**config.mk**
```make
export PLATFORM = sky130hd
export DESIGN_NAME = imem_loader_flat
export DESIGN_NICKNAME = d
export VERILOG_FILES = /design/src/rtl/imem_loader_if.sv /design/src/rtl/imem_loader.sv /design/src/flat_wrapper.sv
export SDC_FILE = /design/constraint.sdc
export NUM_CORES = 1
export LEC_CHECK = 0
export ABC_AREA = 1
export CAP_MARGIN = 20
export CORE_ASPECT_RATIO = 0.75
export CORE_MARGIN = 5
export CORE_UTILIZATION = 54
export CTS_CLUSTER_SIZE = 8
export DETAILED_ROUTE_END_ITERATION = 12
export GPL_ROUTABILITY_DRIVEN = 0
export GPL_TIMING_DRIVEN = 0
export PLACE_DENSITY = 0.94
export RECOVER_POWER = 50
export SYNTH_ARGS = -nofsm -noshare
export SYNTH_HDL_FRONTEND = slang
export SYNTH_SLANG_ARGS = --single-unit
```
**constraint.sdc**
```tcl
create_clock -name clk -period 5 [get_ports clk]
set_input_delay 1 -clock clk [delete_from_list [all_inputs] [get_ports clk]]
set_output_delay 1 -clock clk [all_outputs]
set_load 0.02 [all_outputs]
```
**src/rtl/imem_loader_if.sv**
```systemverilog
// Byte-stream and instruction-memory write signals of the program loader.
// The loader takes the slave view; the stream source / memory side takes the master view.
interface imem_loader_if #(
    parameter int ADDR_W = 5
);
    logic              start;
    logic [7:0]        byte_in;
    logic              byte_valid;
    logic              byte_last;
    logic              byte_ready;
    logic              wr_en;
    logic [ADDR_W-1:0] wr_addr;
    logic [31:0]       wr_data;
    logic [ADDR_W:0]   word_count;
    logic              busy;
    logic              done;
    logic              overflow;

    modport slave (
        input  start, byte_in, byte_valid, byte_last,
        output byte_ready, wr_en, wr_addr, wr_data, word_count, busy, done, overflow
    );

    modport master (
        output start, byte_in, byte_valid, byte_last,
        input  byte_ready, wr_en, wr_addr, wr_data, word_count, busy, done, overflow
    );
endinterface

```
**src/rtl/imem_loader.sv**
```systemverilog
// Assembles a little-endian byte stream into 32-bit instruction words and
// writes them to instruction memory from word address 0 upward.
module imem_loader #(
    parameter int DEPTH  = 32,
    parameter int ADDR_W = 5
) (
    input  logic          clk,
    input  logic          rst_n,
    imem_loader_if.slave  bus
);
    typedef enum logic [1:0] {IDLE, LOAD, WRITE, DONE} state_t;

    localparam logic [ADDR_W-1:0] LAST_ADDR = ADDR_W'(DEPTH - 1);

    state_t            state_q, state_d;
    logic [ADDR_W-1:0] addr_q, addr_d;
    logic [1:0]        idx_q, idx_d;
    logic [31:0]       asm_q, asm_d;
    logic              last_seen_q, last_seen_d;
    logic [ADDR_W:0]   word_count_q, word_count_d;
    logic              byte_ready_q, byte_ready_d;
    logic              wr_en_q, wr_en_d;
    logic              busy_q, busy_d;
    logic              done_q, done_d;
    logic              overflow_q, overflow_d;
    logic              accept;

    assign accept = bus.byte_valid & byte_ready_q;

    always_comb begin
        state_d      = state_q;
        addr_d       = addr_q;
        idx_d        = idx_q;
        asm_d        = asm_q;
        last_seen_d  = last_seen_q;
        word_count_d = word_count_q;
        done_d       = done_q;
        overflow_d   = overflow_q;

        case (state_q)
            IDLE, DONE: begin
                if (bus.start) begin
                    state_d      = LOAD;
                    addr_d       = '0;
                    idx_d        = '0;
                    asm_d        = '0;
                    last_seen_d  = 1'b0;
                    word_count_d = '0;
                    done_d       = 1'b0;
                    overflow_d   = 1'b0;
                end
            end
            LOAD: begin
                if (accept) begin
                    // Upper lanes were cleared at the previous write, so a
                    // short final word is zero-padded for free.
                    asm_d[{idx_q, 3'b000} +: 8] = bus.byte_in;
                    idx_d       = idx_q + 2'd1;
                    last_seen_d = bus.byte_last;
                    if (idx_q == 2'd3 || bus.byte_last) begin
                        state_d = WRITE;
                    end
                end
            end
            WRITE: begin
                word_count_d = word_count_q + (ADDR_W+1)'(1);
                idx_d        = '0;
                asm_d        = '0;
                if (last_seen_q) begin
                    state_d = DONE;
                    done_d  = 1'b1;
                end else if (addr_q == LAST_ADDR) begin
                    state_d    = DONE;
                    done_d     = 1'b1;
                    overflow_d = 1'b1;
                end else begin
                    addr_d  = addr_q + ADDR_W'(1);
                    state_d = LOAD;
                end
            end
            default: state_d = IDLE;
        endcase

        // Handshake and strobe outputs follow the next state so they are
        // valid as flops in the cycle the state takes effect.
        byte_ready_d = (state_d == LOAD);
        wr_en_d      = (state_d == WRITE);
        busy_d       = (state_d == LOAD) || (state_d == WRITE);
    end

    always_ff @(posedge clk or negedge rst_n) begin
        if (!rst_n) begin
            state_q      <= IDLE;
            addr_q       <= '0;
            idx_q        <= '0;
            asm_q        <= '0;
            last_seen_q  <= 1'b0;
            word_count_q <= '0;
            byte_ready_q <= 1'b0;
            wr_en_q      <= 1'b0;
            busy_q       <= 1'b0;
            done_q       <= 1'b0;
            overflow_q   <= 1'b0;
        end else begin
            state_q      <= state_d;
            addr_q       <= addr_d;
            idx_q        <= idx_d;
            asm_q        <= asm_d;
            last_seen_q  <= last_seen_d;
            word_count_q <= word_count_d;
            byte_ready_q <= byte_ready_d;
            wr_en_q      <= wr_en_d;
            busy_q       <= busy_d;
            done_q       <= done_d;
            overflow_q   <= overflow_d;
        end
    end

    assign bus.byte_ready = byte_ready_q;
    assign bus.wr_en      = wr_en_q;
    assign bus.wr_addr    = addr_q;
    assign bus.wr_data    = asm_q;
    assign bus.word_count = word_count_q;
    assign bus.busy       = busy_q;
    assign bus.done       = done_q;
    assign bus.overflow   = overflow_q;
endmodule
```
**src/flat_wrapper.sv**
```systemverilog
// flat-port wrapper written by rule: the top's interface ports become plain ports
module imem_loader_flat 
#(
    parameter int DEPTH  = 32,
    parameter int ADDR_W = 5
)
  (clk, rst_n, bus_start, bus_byte_in, bus_byte_valid, bus_byte_last, bus_byte_ready, bus_wr_en, bus_wr_addr, bus_wr_data, bus_word_count, bus_busy, bus_done, bus_overflow);
  imem_loader_if #(.ADDR_W(ADDR_W)) bus_i ();
  input  logic clk;
  input  logic rst_n;
  input wire logic [$bits(bus_i.start)-1:0] bus_start;
  input wire logic [$bits(bus_i.byte_in)-1:0] bus_byte_in;
  input wire logic [$bits(bus_i.byte_valid)-1:0] bus_byte_valid;
  input wire logic [$bits(bus_i.byte_last)-1:0] bus_byte_last;
  output wire logic [$bits(bus_i.byte_ready)-1:0] bus_byte_ready;
  output wire logic [$bits(bus_i.wr_en)-1:0] bus_wr_en;
  output wire logic [$bits(bus_i.wr_addr)-1:0] bus_wr_addr;
  output wire logic [$bits(bus_i.wr_data)-1:0] bus_wr_data;
  output wire logic [$bits(bus_i.word_count)-1:0] bus_word_count;
  output wire logic [$bits(bus_i.busy)-1:0] bus_busy;
  output wire logic [$bits(bus_i.done)-1:0] bus_done;
  output wire logic [$bits(bus_i.overflow)-1:0] bus_overflow;
  assign bus_i.start = bus_start;
  assign bus_i.byte_in = bus_byte_in;
  assign bus_i.byte_valid = bus_byte_valid;
  assign bus_i.byte_last = bus_byte_last;
  assign bus_byte_ready = bus_i.byte_ready;
  assign bus_wr_en = bus_i.wr_en;
  assign bus_wr_addr = bus_i.wr_addr;
  assign bus_wr_data = bus_i.wr_data;
  assign bus_word_count = bus_i.word_count;
  assign bus_busy = bus_i.busy;
  assign bus_done = bus_i.done;
  assign bus_overflow = bus_i.overflow;
  imem_loader #(.DEPTH(DEPTH), .ADDR_W(ADDR_W)) u_core (.clk(clk), .rst_n(rst_n), .bus(bus_i));
endmodule
```
==> qor.txt <==
First-pass GRT wire length: 10800 um
Metal3 WL: 392 um
GRT overflow: 0
CP required: 5070 ps
Ys Warns: 0
Cell Chain, Critical Path: clkbuf_1 > clkbuf_1
Die area: 0.00633 mm2
Crit-path max FO: 35
Post-Synth XOR/XNOR Area: 0.00336
Chip width: 90.2 um
Clock transition at path regs: 80 ps
Fin cells: 427
Buffers on Ports: 60
RSZ-0062 raised after global routing: false
Compound-Gate Fraction of Synth Area: 0.121
Overall power: 1.66 mW
Max incr delay on CP: 1390 ps
DRC Markers: 0
Root buffer cell: clkbuf_8
Post-synthesis sequential area ratio: 0.509
Initial antenna violation count: 0
Cells after Synth: 302
Setup violations, final: 0
CTS tree: yes
Yosys cell types: 24
Average wire per standard cell: 14.6 um
Worst IR drop on VDD: 0.000332 V
Max Slew Vio Count: 36
Slowest CP cell: clkbuf_1
Status: finished with violations
Setup TNS: 0 ps
Mapped Area: 0.00260 mm2
Clk_skew: 5.25 ps
All-layer global routing usage: 0.208
Mapped Nets: 326
WL met2: 2800 um
Routed Antenna Nets: 0
Post-layout minimum cycle time: 3060 ps
Nets@finish: 394
Multi-input gate area: 0.00108 mm2
Post-Synth Adder-Cell Area: 0.0528
Leakage: 1.49 nW
Worst Max-Slew Pin Slew: 1830 ps
Row cnt: 21
Largest family of logic cells by synthesized area: simple AND/OR/NAND/NOR gates
Cell family with the largest share of critical-path delay: buffers and inverters
Final instance area: 0.00333 mm2
Layout area overhead: 27.9%
Worst EP arrival: 3130 ps
Number of global-route vias before repair: 2229
# fillers: 343
Final worst setup slack: 1940 ps
Initial Utilization: 0.570
Crit. End Element: async pin
Core Area: 0.00457 mm2
Relative slew margins: -0.220
Most common cell on crit path: clkbuf_1
Cts-stage hold buffer count: 0
Setup crit start kind: input port
Max Cap Violations: 1
Seq cells post-synth: 53
Mux cell area share after synthesis: 0
Placed Instances: 420
Post-CTS sizing: 0
Placed cell areas: 0.00329 mm2
HP Class: flip-flop to flip-flop
Vias per inst: 5.44
Dpl hpwl: 4720 um
PwrDens: 497 mW/mm2
Hold slack: 490 ps
Total CTS buffers: 5
Failing checks: capacitance limit, slew limit
Storage element area: 0.00133 mm2
Worst-case clock buffer depth: 2
Peak Freq: 0.327 GHz
Largest net degree at the start of global routing: 36
DRT iter0 DRCs: 233
Die Height: 70.2 um
Diodes inserted: 0
Final worst-path cycle share: 0.612
Met1 Wirelength: 2950 um
Routed WL: 6230 um
Setup CP Type: input port to async pin
DR vias: 2324
# H-tree levels: 2
Drt first pass iters: 4
Critical path buffers and inverters: 2
Share of cells above drive strength 1: 0.0541
Fin util: 0.729
Syn avg cell area: 8.63 um2
Ports: 61
Clock sinks: 53
Clock latency on the worst-skew pair: 310 ps
Postcts setup bufs: 0
Worst slack, placed: 2450 ps
Simple-Gate Fraction of Synth Area: 0.248
Final hold violations: 0
Top sig layer: met4
[layout make-up]
cell class	instances	share of cell area
tap	57	0.0214
clock inverter	1	0.00225
inverter	27	0.0304
sequential	53	0.398
clock buffer	6	0.0248
buffer	8	0.0188
timing repair buffer	61	0.179
multi-input combinational	214	0.325
[registers in the layout, indices dropped and copies added (netlist names)]
signal / flops
u_core.state_q: 2
u_core.bus.overflow: 1
u_core.bus.busy: 1
u_core.bus.done: 1
u_core.bus.byte_ready: 1
u_core.bus.wr_addr: 5
u_core.last_seen_q: 1
u_core.idx_q: 2
u_core.bus.wr_en: 1
u_core.bus.word_count: 6
u_core.bus.wr_data: 32
[cells by family after synthesis]
group,after synthesis
AO/OA/AOI/OAI,57
XOR/XNOR,1
adder cells (fa/ha/maj),11
buffers and inverters,35
flip-flops,53
AND/OR/NAND/NOR,145
[synthesized netlist by cell type (all sizes together)]
master  count  area [um2]
a22oi       2        15.0
xnor2       1        8.76
nand2      90         363
or2         1        6.26
nor2       19        71.3
o31ai       2        15.0
ha         11         138
inv        27         101
nand3      18        90.1
nand4      15        93.8
o22ai       1        6.26
buf         7        66.3
nor3        2        21.3
clkbuf      1        3.75
o21ai      48         259
a21oi       4        20.0
dfrtp      53        1330
[metal layers]
layer | vias to the layer above | track usage
li1 | 1131 | -
met1 | 1112 | 0.305
met2 | 74 | 0.309
met3 | 7 | 0.0461
met4 | 0 | 0.0595
met5 | - | 0
[layout by cell type, fill, tap and decap left out]
cell type / count
o31ai_1: 2
clkinvlp_4: 1
or2_2: 1
dfrtp_1: 53
ha_1: 11
o21ai_0: 42
nand4_1: 15
o22ai_1: 1
buf_6: 4
clkbuf_8: 6
a22oi_1: 2
nand2_4: 1
nor3_4: 1
inv_1: 26
a21oi_1: 4
nand3_1: 18
inv_2: 1
xnor2_1: 1
buf_2: 2
nor3_1: 1
dlygate4sd3_1: 3
clkbuf_1: 4
o21ai_1: 3
clkdlybuf4s50_1: 56
nand2_1: 89
nor2_1: 19
o21ai_2: 3
[final timing paths]
check,startpoint,end,slack [ps],depth (start not counted)
hold reg to reg,u_core.bus.wr_data[16]$_DFFE_PN0P_,u_core.bus.wr_data[16]$_DFFE_PN0P_,490,2
setup / recovery,rst_n,u_core.bus.done$_DFFE_PN0P_,1940,2
max in group clk,bus_start,u_core.bus.wr_data[31]$_DFFE_PN0P_,2150,8
setup reg to reg,u_core.state_q[0]$_DFF_PN0_,u_core.bus.word_count[3]$_DFFE_PN0P_,2460,7
hold / removal,u_core.bus.wr_data[16]$_DFFE_PN0P_,u_core.bus.wr_data[16]$_DFFE_PN0P_,490,2
min in group asynchronous,rst_n,u_core.bus.wr_data[13]$_DFFE_PN0P_,840,1
[power by group]
part / leakage, nW / total, mW / internal [mW] / switching [mW]
registers: 0.727 / 0.555 / 0.500 / 0.0552
logic: 0.715 / 0.858 / 0.286 / 0.573
clock network: 0.0433 / 0.242 / 0.110 / 0.133
total: 1.49 / 1.66 / 0.895 / 0.760
No activity file was read; power rests on OpenSTA's default activity.
